$ cat config.mk
export PLATFORM = sky130hd
export DESIGN_NAME = mem_rd_arbiter
export DESIGN_NICKNAME = d
export VERILOG_FILES = /design/src/rtl/mem_rd_arbiter.sv
export SDC_FILE = /design/constraint.sdc
export NUM_CORES = 1
export LEC_CHECK = 0
export ABC_AREA = 0
export BUFFER_PORTS_ARGS = -buffer_cell sky130_fd_sc_hd__buf_2
export CAP_MARGIN = 20
export CELL_PAD_IN_SITES_DETAIL_PLACEMENT = 2
export CELL_PAD_IN_SITES_GLOBAL_PLACEMENT = 2
export CORE_ASPECT_RATIO = 1.2
export CORE_UTILIZATION = 27
export CTS_CLUSTER_SIZE = 8
export DETAILED_ROUTE_END_ITERATION = 10
export HOLD_SLACK_MARGIN = 0.1
export PLACE_DENSITY = 0.78
export REMOVE_ABC_BUFFERS = 1
export SKIP_CTS_REPAIR_TIMING = 1
export SYNTH_ARGS = -nofsm -noshare
export SYNTH_HDL_FRONTEND = slang
export SYNTH_SLANG_ARGS = --single-unit
$ cat constraint.sdc
create_clock -name clk_in -period 2 [get_ports clk_in]
set_input_delay 0.1 -clock clk_in [delete_from_list [all_inputs] [get_ports clk_in]]
set_output_delay 0.1 -clock clk_in [all_outputs]
set_load 0.02 [all_outputs]
$ cat src/rtl/mem_rd_arbiter.sv
// Two-requester read arbiter for a single registered-read memory port.
// Round-robin grant, read-after-write hazard stall, one read in flight.
module mem_rd_arbiter #(
    parameter int ADDR_W = 8,
    parameter int DATA_W = 16
) (
    input  logic              clk_in,
    input  logic              reset,
    input  logic              req0_i,
    input  logic [ADDR_W-1:0] addr0_i,
    output logic              gnt0_o,
    output logic              rvalid0_o,
    input  logic              req1_i,
    input  logic [ADDR_W-1:0] addr1_i,
    output logic              gnt1_o,
    output logic              rvalid1_o,
    output logic [DATA_W-1:0] rdata_o,
    output logic [ADDR_W-1:0] r_addr_o,
    input  logic [DATA_W-1:0] r_data_i,
    input  logic              w_en_i,
    input  logic [ADDR_W-1:0] w_addr_i,
    output logic              busy_o
);

    typedef enum logic [1:0] {
        IDLE  = 2'd0,
        ISSUE = 2'd1,
        WAIT  = 2'd2
    } state_t;

    state_t            state_q;
    logic              last_q;
    logic              id_q;
    logic              rvalid0_q;
    logic              rvalid1_q;
    logic [DATA_W-1:0] rdata_q;
    logic [ADDR_W-1:0] r_addr_q;

    logic              win_id;
    logic [ADDR_W-1:0] win_addr;
    logic              hazard;
    logic              grant;

    // Winner is chosen first; the hazard then only vetoes that winner,
    // so a stalled winner never hands the slot to the other requester.
    always_comb begin
        win_id = 1'b0;
        if (req0_i && req1_i) begin
            win_id = ~last_q;
        end else begin
            win_id = req1_i;
        end
        win_addr = win_id ? addr1_i : addr0_i;
        hazard   = w_en_i && (w_addr_i == win_addr);
        grant    = (state_q == IDLE) && (req0_i || req1_i) && !hazard && !reset;
    end

    always_ff @(posedge clk_in or posedge reset) begin
        if (reset) begin
            state_q   <= IDLE;
            last_q    <= 1'b1;
            id_q      <= 1'b0;
            rvalid0_q <= 1'b0;
            rvalid1_q <= 1'b0;
            rdata_q   <= '0;
            r_addr_q  <= '0;
        end else begin
            rvalid0_q <= 1'b0;
            rvalid1_q <= 1'b0;
            case (state_q)
                IDLE: begin
                    if (grant) begin
                        r_addr_q <= win_addr;
                        id_q     <= win_id;
                        last_q   <= win_id;
                        state_q  <= ISSUE;
                    end
                end
                ISSUE: begin
                    state_q <= WAIT;
                end
                WAIT: begin
                    rdata_q   <= r_data_i;
                    rvalid0_q <= ~id_q;
                    rvalid1_q <= id_q;
                    state_q   <= IDLE;
                end
                default: begin
                    state_q <= IDLE;
                end
            endcase
        end
    end

    assign gnt0_o    = grant & ~win_id;
    assign gnt1_o    = grant & win_id;
    assign rvalid0_o = rvalid0_q;
    assign rvalid1_o = rvalid1_q;
    assign rdata_o   = rdata_q;
    assign r_addr_o  = r_addr_q;
    assign busy_o    = (state_q != IDLE);

endmodule

After elaboration in Yosys (flattened, before gate mapping)
Cells that the tools add are included.

operators by class
  equality and inequality tests = 4
  mux-type cells = 6
  bitwise logic cells = 5
  reductions and logical operators = 11

operator list
  operator            count
  $eq 8x8->1          1
  $mux 8              1
  $logic_and 1x1->1   5
  $pmux 2 s2          1
  $mux 1              3
  $not 1->1           3
  $and 1x1->1         2
  $eq 2x1->1 const B  1
  $eq 2x2->1 const B  1
  $logic_not 1->1     2
  $logic_not 2->1     1
  $mux 2              1
  $ne 2x2->1 const B  1
  $reduce_and 2->1    1
  $reduce_bool 2->1   1
  $logic_or 1x1->1    1

word-level totals
  flip-flop bits (word level) = 30
  input bits = 45
  output and inout bits = 29

Longest topological paths before layout
  word-level depth = 10
  depth in mapped cells = 6

Least setup slack after synthesis
No wires, ideal clock.

  kind = register -> output
  start point = register last_q
  end point = output gnt0_o
  data arrival time = 1.711 ns
  data required time = 1.900 ns
  slack = 0.189 ns
  stages on the path, launching flop included = 7
  buffers on the path = 1
  cells stage by stage = dfstp_2 -> a21boi_4 -> mux2i_1 -> a221oi_2 -> a41oi_2 -> buf_6 -> nor2b_1

between the ends
  cells in the longest elaborated chain, start to end = 9
  elaborated cells between the ends (all ways) = 10

ends and longest elaborated chain
  element                          RTL line  text
  start, declared                  32        logic last_q;
  start signal, assigned           75        last_q <= win_id;
  $not 1->1 (*)                    49        win_id = ~last_q;
  $mux 1 (*)                       48        if (req0_i && req1_i) begin
  $mux 8                           53        win_addr = win_id ? addr1_i : addr0_i;
  $eq 8x8->1                       54        hazard = w_en_i && (w_addr_i == win_addr);
  $logic_and 1x1->1                54
  $logic_not 1->1                  55        grant = (state_q == IDLE) && (req0_i || req1_i) && !hazard && !reset;
  $logic_and 1x1->1 (2 in series)  55
  $and 1x1->1 (*)                  95        assign gnt0_o = grant & ~win_id;
  end, declared                    11        output logic gnt0_o,

Mark *: on every way between the ends. The rest lies on a longest branch, timed or not.

Worst setup path after layout
Same ends and word-level chain as after synthesis.

==> metrics.cfg <==
[timing]
hold_viol = 0
setup-tns-final_ns = -0.313
setup-violations-final = 10
drv_slew = 0
period_needed_ns = 2.10
timing.final.ws_setup_ns = -0.103
rsz0062_at_grt = true
finalCritPeriodShare_pct = 105
tightest_slew_ns = 0.565
slew_headroom_pct = 62.3
fmax_mhz = 475
fin_skew_ns = 0.00821

[final_layout]
stdcell_count = 276
final_cell_area_um2 = 2300
multi_input_area_um2 = 697
final_common_cell = buf_2
layout_common_cells = buf_2, dfrtp_1, mux2_2
final_layout_size_suffix_gt1_share_pct = 62.5
areaGrowthSynthToFinish_pct = 57.2
fillers = 518
utilization_pct = 45.2
regArea_um2 = 752
antenna_cells = 0
final_nets = 261

[floorplan]
core_region_area_um2 = 5080
ios = 74
die_h_um = 82.6
dieArea_um2 = 5710
start_util_pct = 28.8
rows = 28
fp.dieW_um = 69.2

[pwr]
power_density_nw_per_um2 = 1020
leakage_nw = 1.12
peakVddDrop_mv = 0.519
power.total_mw = 2.35

[worst_setup_path]
arrival_ns = 2.00
rr_worst_depth = 7
reg2reg_slack_ns = -0.02
cp_max_fo = 8
r2r-start = last_q
crit_required_ns = 1.90
critPathKind = reg -> out
r2r-end = id_q
endpoint_kind = output port
cp-startpoint = last_q
start_kind = flop

[global_routing]
grt_overflow = 0
grt_pass1_vias = 1313
grt_max_degree = 19
grt_first_pass_wirelength_mm = 6.41
antenna_found_initial = 0
track_usage_pct = 14.6

[synthesis]
syn_area_um2 = 1460
yosys_warnings = 0
netlist_instances = 108
ys_seq_area_share_pct = 51.5
syn_area_per_cell_um2 = 13.5
synth_cell_type_count = 25
ys_seq_elements = 30

[route]
wire_per_inst_um = 17.3
drt_iter0_drc = 20
first_pass_iters = 2
wirelength_mm = 4.77
vias = 1282
viasPerCell = 4.64
drcViolationCount = 0
final_antenna_net_count = 0

[placed_design]
dp.cells = 244
hpwl_mm = 3.24
placed_area_um2 = 1930
gp_congestion = 0.846
port_buffers = 73

[min_path]
min_path_cells = 3
min_to = r_addr_o[0]
hold_class = in -> reg
worstHoldStart = addr0_i[0]

[cts]
htreeDepth = 2
root_buffer = clkbuf_8
cts_tree = built
clockBufferDepth = 2
clk_pin_slew_ns = 0.06
cts.sinks = 30
cts_buffers = 5
clk_latency_ns = 0.28

[outcome]
violations = negative setup slack
status = complete, but fails checks

[flow_run]
cap_violations = 0

-- sequential cells by signal, indices dropped and copies added (netlist names) --
name and count:
id_q 1, rvalid0_o 1, last_q 1, state_q 2, rvalid1_o 1, rdata_o 16, r_addr_o 8
-- worst max-delay path, cell delays in order (launching register included) --
cell and delay [ns]:
dfstp_2 0.39, a21boi_4 0.31, mux2i_2 0.30, a221oi_2 0.09, a41oi_2 0.23, buf_6 0.15
nor2b_4 0.14, buf_6 0.12
-- power breakdown --
group	switching [mW]	internal, mW	leakage (nW)
sequential	0.119	0.805	0.356
combinational	0.510	0.466	0.722
clock	0.219	0.233	0.0438
-- cells in the mapped netlist --
cell type	count	area share, %
a21boi_4	1	1.3
a21oi_1	1	0.34
a221oi_2	1	1.0
a41oi_2	1	1.1
and2_1	1	0.43
buf_6	1	0.77
clkbuf_1	3	0.77
dfrtp_1	29	50
dfstp_2	1	1.8
inv_1	5	1.3
mux2_2	26	20
mux2_4	6	6.2
mux2i_1	2	1.4
nand2_1	2	0.51
nand2b_1	2	0.86
nand3_1	1	0.34
nand4_1	1	0.43
nor2_1	3	0.77
nor2b_1	2	0.86
o2111ai_1	1	0.60
o211ai_1	1	0.51
o21ai_0	3	1.0
o22ai_1	1	0.43
or2_2	1	0.43
xnor2_1	12	7.2
-- layout make-up --
class / instances / share of cell area [%]
well taps: 60 / 3.27
repair buffers: 105 / 29.4
inverters: 5 / 0.817
clock inverters: 2 / 0.436
clock buffers: 5 / 3.00
multi-input cells: 69 / 30.3
flip-flops and latches: 30 / 32.7
-- how the worst max path moves through the flow --
stage	endpoint	slack [ns]
final	gnt0_o	-0.10
after global routing	gnt1_o	-0.18
after CTS	gnt1_o	-0.19
after floorplan	gnt0_o	-0.14
after detailed placement	r_addr_o[2]	0.11
after global placement	r_addr_o[2]	0.18
-- kinds of logic after synthesis --
group	count (synthesis)	share of synthesized area (%)
mux	34	27.6
flops	30	51.5
simple gates	13	4.62
xor+xnor	12	7.19
compound gates	10	6.34
buf+inv	9	2.83
-- metrics by stage --
| step | setup WS [ns] | hold WS [ns] |
|---|---|---|
| 2_1_floorplan | -0.144 | 0.190 |
| 3_3_place_gp | 0.179 | 0.174 |
| 3_5_place_dp | 0.111 | 0.199 |
| 4_1_cts | -0.192 | -0.0960 |
| 5_1_grt | -0.182 | 0.216 |
| 6_report | -0.103 | 0.201 |
-- layer usage --
layer | wire length (um) | vias to the layer above | part of all wire (%) | global-route usage (%)
met5 | 0 | - | 0 | 0
met4 | 32 | 0 | 0.67 | 3.67
met3 | 348 | 3 | 7.3 | 5.46
met2 | 2430 | 66 | 51 | 26.5
li1 | - | 586 | - | -
met1 | 1950 | 627 | 41 | 16.3
No activity file was read; power rests on OpenSTA's default activity.
